$ cat config.mk
export PLATFORM = sky130hd
export DESIGN_NAME = graph_rd_arb
export DESIGN_NICKNAME = d
export VERILOG_FILES = /design/src/rtl/graph_rd_arb.sv
export SDC_FILE = /design/constraint.sdc
export NUM_CORES = 1
export LEC_CHECK = 0
export ABC_CLOCK_PERIOD_IN_PS = 10100
export CAP_MARGIN = 20
export CORE_AREA = 3 3 524 526
export DETAILED_ROUTE_END_ITERATION = 12
export DIE_AREA = 0 0 527 529
export PLACE_DENSITY = 0.3
export SLEW_MARGIN = 20
export SYNTH_ARGS = -nofsm -noshare
export SYNTH_HDL_FRONTEND = slang
export SYNTH_SLANG_ARGS = --single-unit
$ cat constraint.sdc
create_clock -name clk -period 10.1 [get_ports clk]
set_input_delay 2.525 -clock clk [delete_from_list [all_inputs] [get_ports clk]]
set_output_delay 2.525 -clock clk [all_outputs]
set_load 0.1 [all_outputs]
$ cat src/rtl/graph_rd_arb.sv
// graph_rd_arb: round-robin share of one AXI4 read master, one burst in flight, R beats routed to the grantee.
// Optional perf counters (io_cnt_busy/io_cnt_beats/io_cnt_clr) enabled by GRAPH_RD_ARB_PERF_EN.
module graph_rd_arb #(
  parameter int NUM_REQ = 3,
  parameter int ID_W = 1
) (
  input  logic                   clk,
  input  logic                   reset,
  input  logic [NUM_REQ-1:0]     io_req_arvalid,
  output logic [NUM_REQ-1:0]     io_req_arready,
  input  logic [64*NUM_REQ-1:0]  io_req_araddr,
  input  logic [8*NUM_REQ-1:0]   io_req_arlen,
  output logic [NUM_REQ-1:0]     io_req_rvalid,
  input  logic [NUM_REQ-1:0]     io_req_rready,
  output logic [511:0]           io_req_rdata,
  output logic                   io_req_rlast,
  output logic [1:0]             io_req_rresp,
  output logic                   io_axi_arvalid,
  input  logic                   io_axi_arready,
  output logic [63:0]            io_axi_araddr,
  output logic [ID_W-1:0]        io_axi_arid,
  output logic [7:0]             io_axi_arlen,
  output logic [2:0]             io_axi_arsize,
  output logic [1:0]             io_axi_arburst,
  input  logic                   io_axi_rvalid,
  output logic                   io_axi_rready,
  input  logic [511:0]           io_axi_rdata,
  input  logic [ID_W-1:0]        io_axi_rid,
  input  logic [1:0]             io_axi_rresp,
  input  logic                   io_axi_rlast,
  output logic                   io_busy,
  output logic [2:0]             io_grant
`ifdef GRAPH_RD_ARB_PERF_EN
  ,
  input  logic                   io_cnt_clr,
  output logic [31:0]            io_cnt_busy,
  output logic [31:0]            io_cnt_beats
`endif
);
  typedef enum logic [1:0] {IDLE, ADDR, DATA} state_t;
  state_t state, state_d;
  logic [2:0] last_grant, grant, win;
  logic [63:0] addr_q;
  logic [7:0] len_q;
  logic found, accept, r_done;
  logic [NUM_REQ-1:0] grant_mask;
  // search starts just after the previous winner so every requester is served within NUM_REQ bursts
  always_comb begin
    win = last_grant;
    found = 1'b0;
    for (int k = 1; k <= NUM_REQ; k++) begin
      if (!found && io_req_arvalid[(int'(last_grant) + k) % NUM_REQ]) begin
        win = 3'((int'(last_grant) + k) % NUM_REQ);
        found = 1'b1;
      end
    end
  end
  assign accept = state == IDLE && found;
  assign grant_mask = NUM_REQ'(1) << grant;
  assign r_done = state == DATA && io_axi_rvalid && io_axi_rready && io_axi_rlast;
  always_comb begin
    state_d = accept ? ADDR : (state == ADDR && io_axi_arready) ? DATA : r_done ? IDLE : state;
  end
  always_ff @(posedge clk or negedge reset) begin
    if (!reset) begin
      state <= IDLE;
      last_grant <= 3'(NUM_REQ - 1);
      grant <= '0;
      addr_q <= '0;
      len_q <= '0;
    end else begin
      state <= state_d;
      if (accept) begin
        grant <= win;
        addr_q <= io_req_araddr[64*win +: 64];
        len_q <= io_req_arlen[8*win +: 8];
      end
      if (r_done) last_grant <= grant;
    end
  end
  assign io_req_arready = accept ? NUM_REQ'(1) << win : '0;
  assign io_axi_arvalid = state == ADDR;
  assign io_axi_araddr = addr_q;
  assign io_axi_arlen = len_q;
  assign io_axi_arid = ID_W'(grant);
  assign io_axi_arsize = 3'b110;
  assign io_axi_arburst = 2'b01;
  assign io_req_rvalid = (state == DATA && io_axi_rvalid) ? grant_mask : '0;
  assign io_axi_rready = state == DATA && |(io_req_rready & grant_mask);
  assign io_req_rdata = io_axi_rdata;
  assign io_req_rlast = io_axi_rlast;
  assign io_req_rresp = io_axi_rresp;
  assign io_busy = state != IDLE;
  assign io_grant = grant;
`ifdef GRAPH_RD_ARB_PERF_EN
  always_ff @(posedge clk or negedge reset) begin
    if (!reset) begin
      io_cnt_busy <= '0;
      io_cnt_beats <= '0;
    end else if (io_cnt_clr) begin
      io_cnt_busy <= '0;
      io_cnt_beats <= '0;
    end else begin
      if (io_busy && !(&io_cnt_busy)) io_cnt_busy <= io_cnt_busy + 32'd1;
      if (io_axi_rvalid && io_axi_rready && !(&io_cnt_beats)) io_cnt_beats <= io_cnt_beats + 32'd1;
    end
  end
`endif
endmodule

==> flow_metrics.env <==
export IMPL_cp_common_cell="ha_1"
export IMPL_path_buf_inv=5
export IMPL_initial_utilization_pct=3.61
export IMPL_rows=191
export IMPL_netlist_area_leader_share_pct=40.4
export IMPL_maxSlewViolCount=0
export IMPL_yosys_top_cells_count="526 x buf_4, 91 x inv_1, 90 x nand2_1"
export IMPL_maxSlewHeadroom_pct=29.2
export IMPL_worst_setup_path_start_kind="register"
export IMPL_overflow=0
export IMPL_powerDensity_nw_per_um2=479
export IMPL_numCtsBuffers=9
export IMPL_crit_fanout=35
export IMPL_dp_hpwl_um=145000
export IMPL_path_clk_slew_ns=0.10
export IMPL_period_needed_ns=8.78
export IMPL_outcome="completed"
export IMPL_yosysWarningCount=0
export IMPL_tritoncts="done"
export IMPL_pwr_share_seq_pct=9.0
export IMPL_routed_wl_um=157000
export IMPL_fp_dieW_um=527
export IMPL_dr_total_vias=7542
export IMPL_combinationalPowerShare_pct=84.4
export IMPL_fp_dieH_um=529
export IMPL_finalSetupViolCount=0
export IMPL_yosysMostFrequentCell="buf_4"
export IMPL_synth_area_leaders="buf_4 40%, dfrtp_1 20%, mux2i_1 7.8%"
export IMPL_area_growth_pct=39.0
export IMPL_rsz0062_at_grt="no"
export IMPL_wl_per_cell_um=34.7
export IMPL_worst_slack_ns=1.32
export IMPL_gr_usage_all_layers_pct=10.8
export IMPL_power_switching_mw=4.20
export IMPL_crit_slowest_cell="dfrtp_1"
export IMPL_clock_latency_ns=0.42
export IMPL_coreArea_um2=271000
export IMPL_portBuffers=312
export IMPL_synth_ff_type="dfrtp_1"
export IMPL_pwr_share_clk_pct=6.6
export IMPL_synthDistinctLibCells=65
export IMPL_path_class="register to primary output"
export IMPL_synth_area_per_cell_um2=8.26
export IMPL_antenna_found_initial=64
export IMPL_root_buffer="clkbuf_16"
export IMPL_netlist_area_um2=9780
export IMPL_synth_edf_count=0
export IMPL_synth_top_cell_by_area="buf_4"
export IMPL_drtAntennaViolNets=0
export IMPL_drc_errors=0
export IMPL_crit_required_ns=7.58
export IMPL_ys_ff_latch=80
export IMPL_cts_resized=0
export IMPL_clock_fmax_ghz=0.114
export IMPL_viasPerCell=1.66
export IMPL_hold_path_class="register to register"
export IMPL_report_final_hold_viol_count=0
export IMPL_cp_arrival_ns=6.26
export IMPL_tns_ns=0
export IMPL_grt_max_degree=66
export IMPL_drive_above_1_share_pct=9.23
export IMPL_path_cells="inv_1, ha_1, xor2_1, inv_2, ha_1, o211ai_1, o2bb2ai_1, xnor2_2, inv_2, ha_1, nor3_2, a2bb2oi_1, a31oi_1, o21ai_4, buf_4, nand2b_4, nor2b_1, buf_4"
export IMPL_nets=1720
export IMPL_clk_path_buf_depth=2
export IMPL_max_stage_delay_ns=0.77
export IMPL_postSynthCellCount=1183
export IMPL_place_ws_ns=1.58
export IMPL_grt_pass1_wl_um=175000
export IMPL_max_cap_violations=0
export IMPL_clock_sinks=80
export IMPL_timing_final_crit_share_pct=86.9
export IMPL_first_pass_iters=5
export IMPL_post_cts_buffers=0
export IMPL_ios=1347
export IMPL_synth_seq_area_share_pct=20.5
export IMPL_h_tree_depth=3
export IMPL_critPathTopFamily="buffers and inverters"
export IMPL_p_leak_nw=4.29
export IMPL_first_global_vias=7500
export IMPL_die_area_um2=279000
export IMPL_internal_power_mw=2.30
export IMPL_vdd_drop_max_mv=0.552
export IMPL_end_kind="primary output"
export IMPL_globalplace_congestion=0.731
export IMPL_synthArstFlopShare_pct=100
export IMPL_swShare_pct=64.6
export IMPL_postCtsHoldBufs=0
export IMPL_skew_ns=0.0218
export IMPL_worst_pin_slew_ns=1.06
export IMPL_drt_iter0_drc=405
[registers in the layout, indices dropped and copies added, names as in the netlist]
register / flops
io_axi_araddr: 64
io_axi_arlen: 8
io_grant: 3
state: 2
last_grant: 3
[power groups by stage]
stage | registers (mW) | logic (mW) | clock network, mW
global placement | 0.590 | 5.69 | 0
CTS | 0.588 | 5.69 | 0.476
finish | 0.584 | 5.49 | 0.428
floorplan | 1.46 | 4.05 | 0
detailed placement | 0.594 | 5.67 | 0
global route | 0.605 | 5.87 | 0.473
[cells in the final DEF (no fill, tap or decap), types with 9 or more instances in the layout]
| cell type | count |
|---|---|
| clkbuf_16 | 9 |
| buf_4 | 36 |
| ha_1 | 19 |
| dfrtp_1 | 79 |
| nor2_1 | 20 |
| o21ai_0 | 11 |
| o211ai_1 | 66 |
| clkdlybuf4s50_1 | 287 |
| inv_1 | 91 |
| mux2i_1 | 75 |
| nand2_1 | 90 |
| or3_1 | 74 |
[path summary, 6_finish.rpt]
check	start	to	slack (ns)	cells past startpoint
worst max-delay path	last_grant[0]$_DFFE_PN0P_	io_req_arready[0]	1.32	18
worst max register to register	last_grant[0]$_DFFE_PN0P_	io_axi_araddr[34]$_DFFE_PN0P_	2.94	20
worst min register to register	io_axi_araddr[39]$_DFFE_PN0P_	io_axi_araddr[39]$_DFFE_PN0P_	0.50	2
worst min-delay path	io_axi_araddr[39]$_DFFE_PN0P_	io_axi_araddr[39]$_DFFE_PN0P_	0.50	2
max in group asynchronous	reset	io_axi_araddr[36]$_DFFE_PN0P_	6.83	2
min in group asynchronous	reset	io_axi_arlen[7]$_DFFE_PN0P_	2.04	1
[per-layer routing]
metal | routed length [um] | GRT usage [%] | vias to the layer above
met5 | 419 | 0.260 | -
met4 | 6920 | 4.19 | 58
met3 | 55900 | 18.1 | 374
met2 | 70000 | 17.1 | 1084
met1 | 24000 | 4.68 | 3140
li1 | - | - | 2886
[stage by stage]
stage	util, %	hold slack [ns]	instance area [um2]	power (mW)	cells
CTS	5.02	0.501	13600	6.75	4534
detailed placement	4.90	0.471	13300	6.26	4518
floorplan	-	0.514	9790	5.50	1186
finish	5.02	0.500	13600	6.51	4539
global route	5.02	0.534	13600	6.95	4536
global placement	4.90	0.475	13300	6.28	4518
[cell type report]
cell class                 count  area, um2
fill                       32000     257000
tap                         3570       4470
multi-input combinational    449       3280
timing repair buffer         325       3160
sequential                    80       2000
inverter                      94        353
clock buffer                   9        225
clock inverter                 7       86.3
antenna                        5       12.5
[cell families after synthesis]
logic type | synth area share [%]
DFF | 20.5
xor gates and xnor gates | 1.15
AOI/OAI and AO/OA | 10.4
adders and majority gates | 2.43
and+or+nand+nor | 11.1
other | 0.0768
muxes | 7.78
buffers and inverters | 46.5
[worst register-to-register path, cell delays in order (launching register included)]
cell       delay (ns)
dfrtp_1          0.77
inv_1            0.31
ha_1             0.32
xor2_1           0.35
inv_2            0.12
ha_1             0.33
o211ai_1         0.23
o2bb2ai_1        0.14
xnor2_2          0.24
inv_2            0.06
ha_1             0.23
nor3_2           0.42
a2bb2oi_1        0.39
o311a_1          0.30
a211oi_4         0.08
o32ai_4          0.16
buf_4            0.37
buf_4            0.54
buf_4            0.79
mux2i_1          0.70
o211ai_1         0.15
No activity file was read; power rests on OpenSTA's default activity.
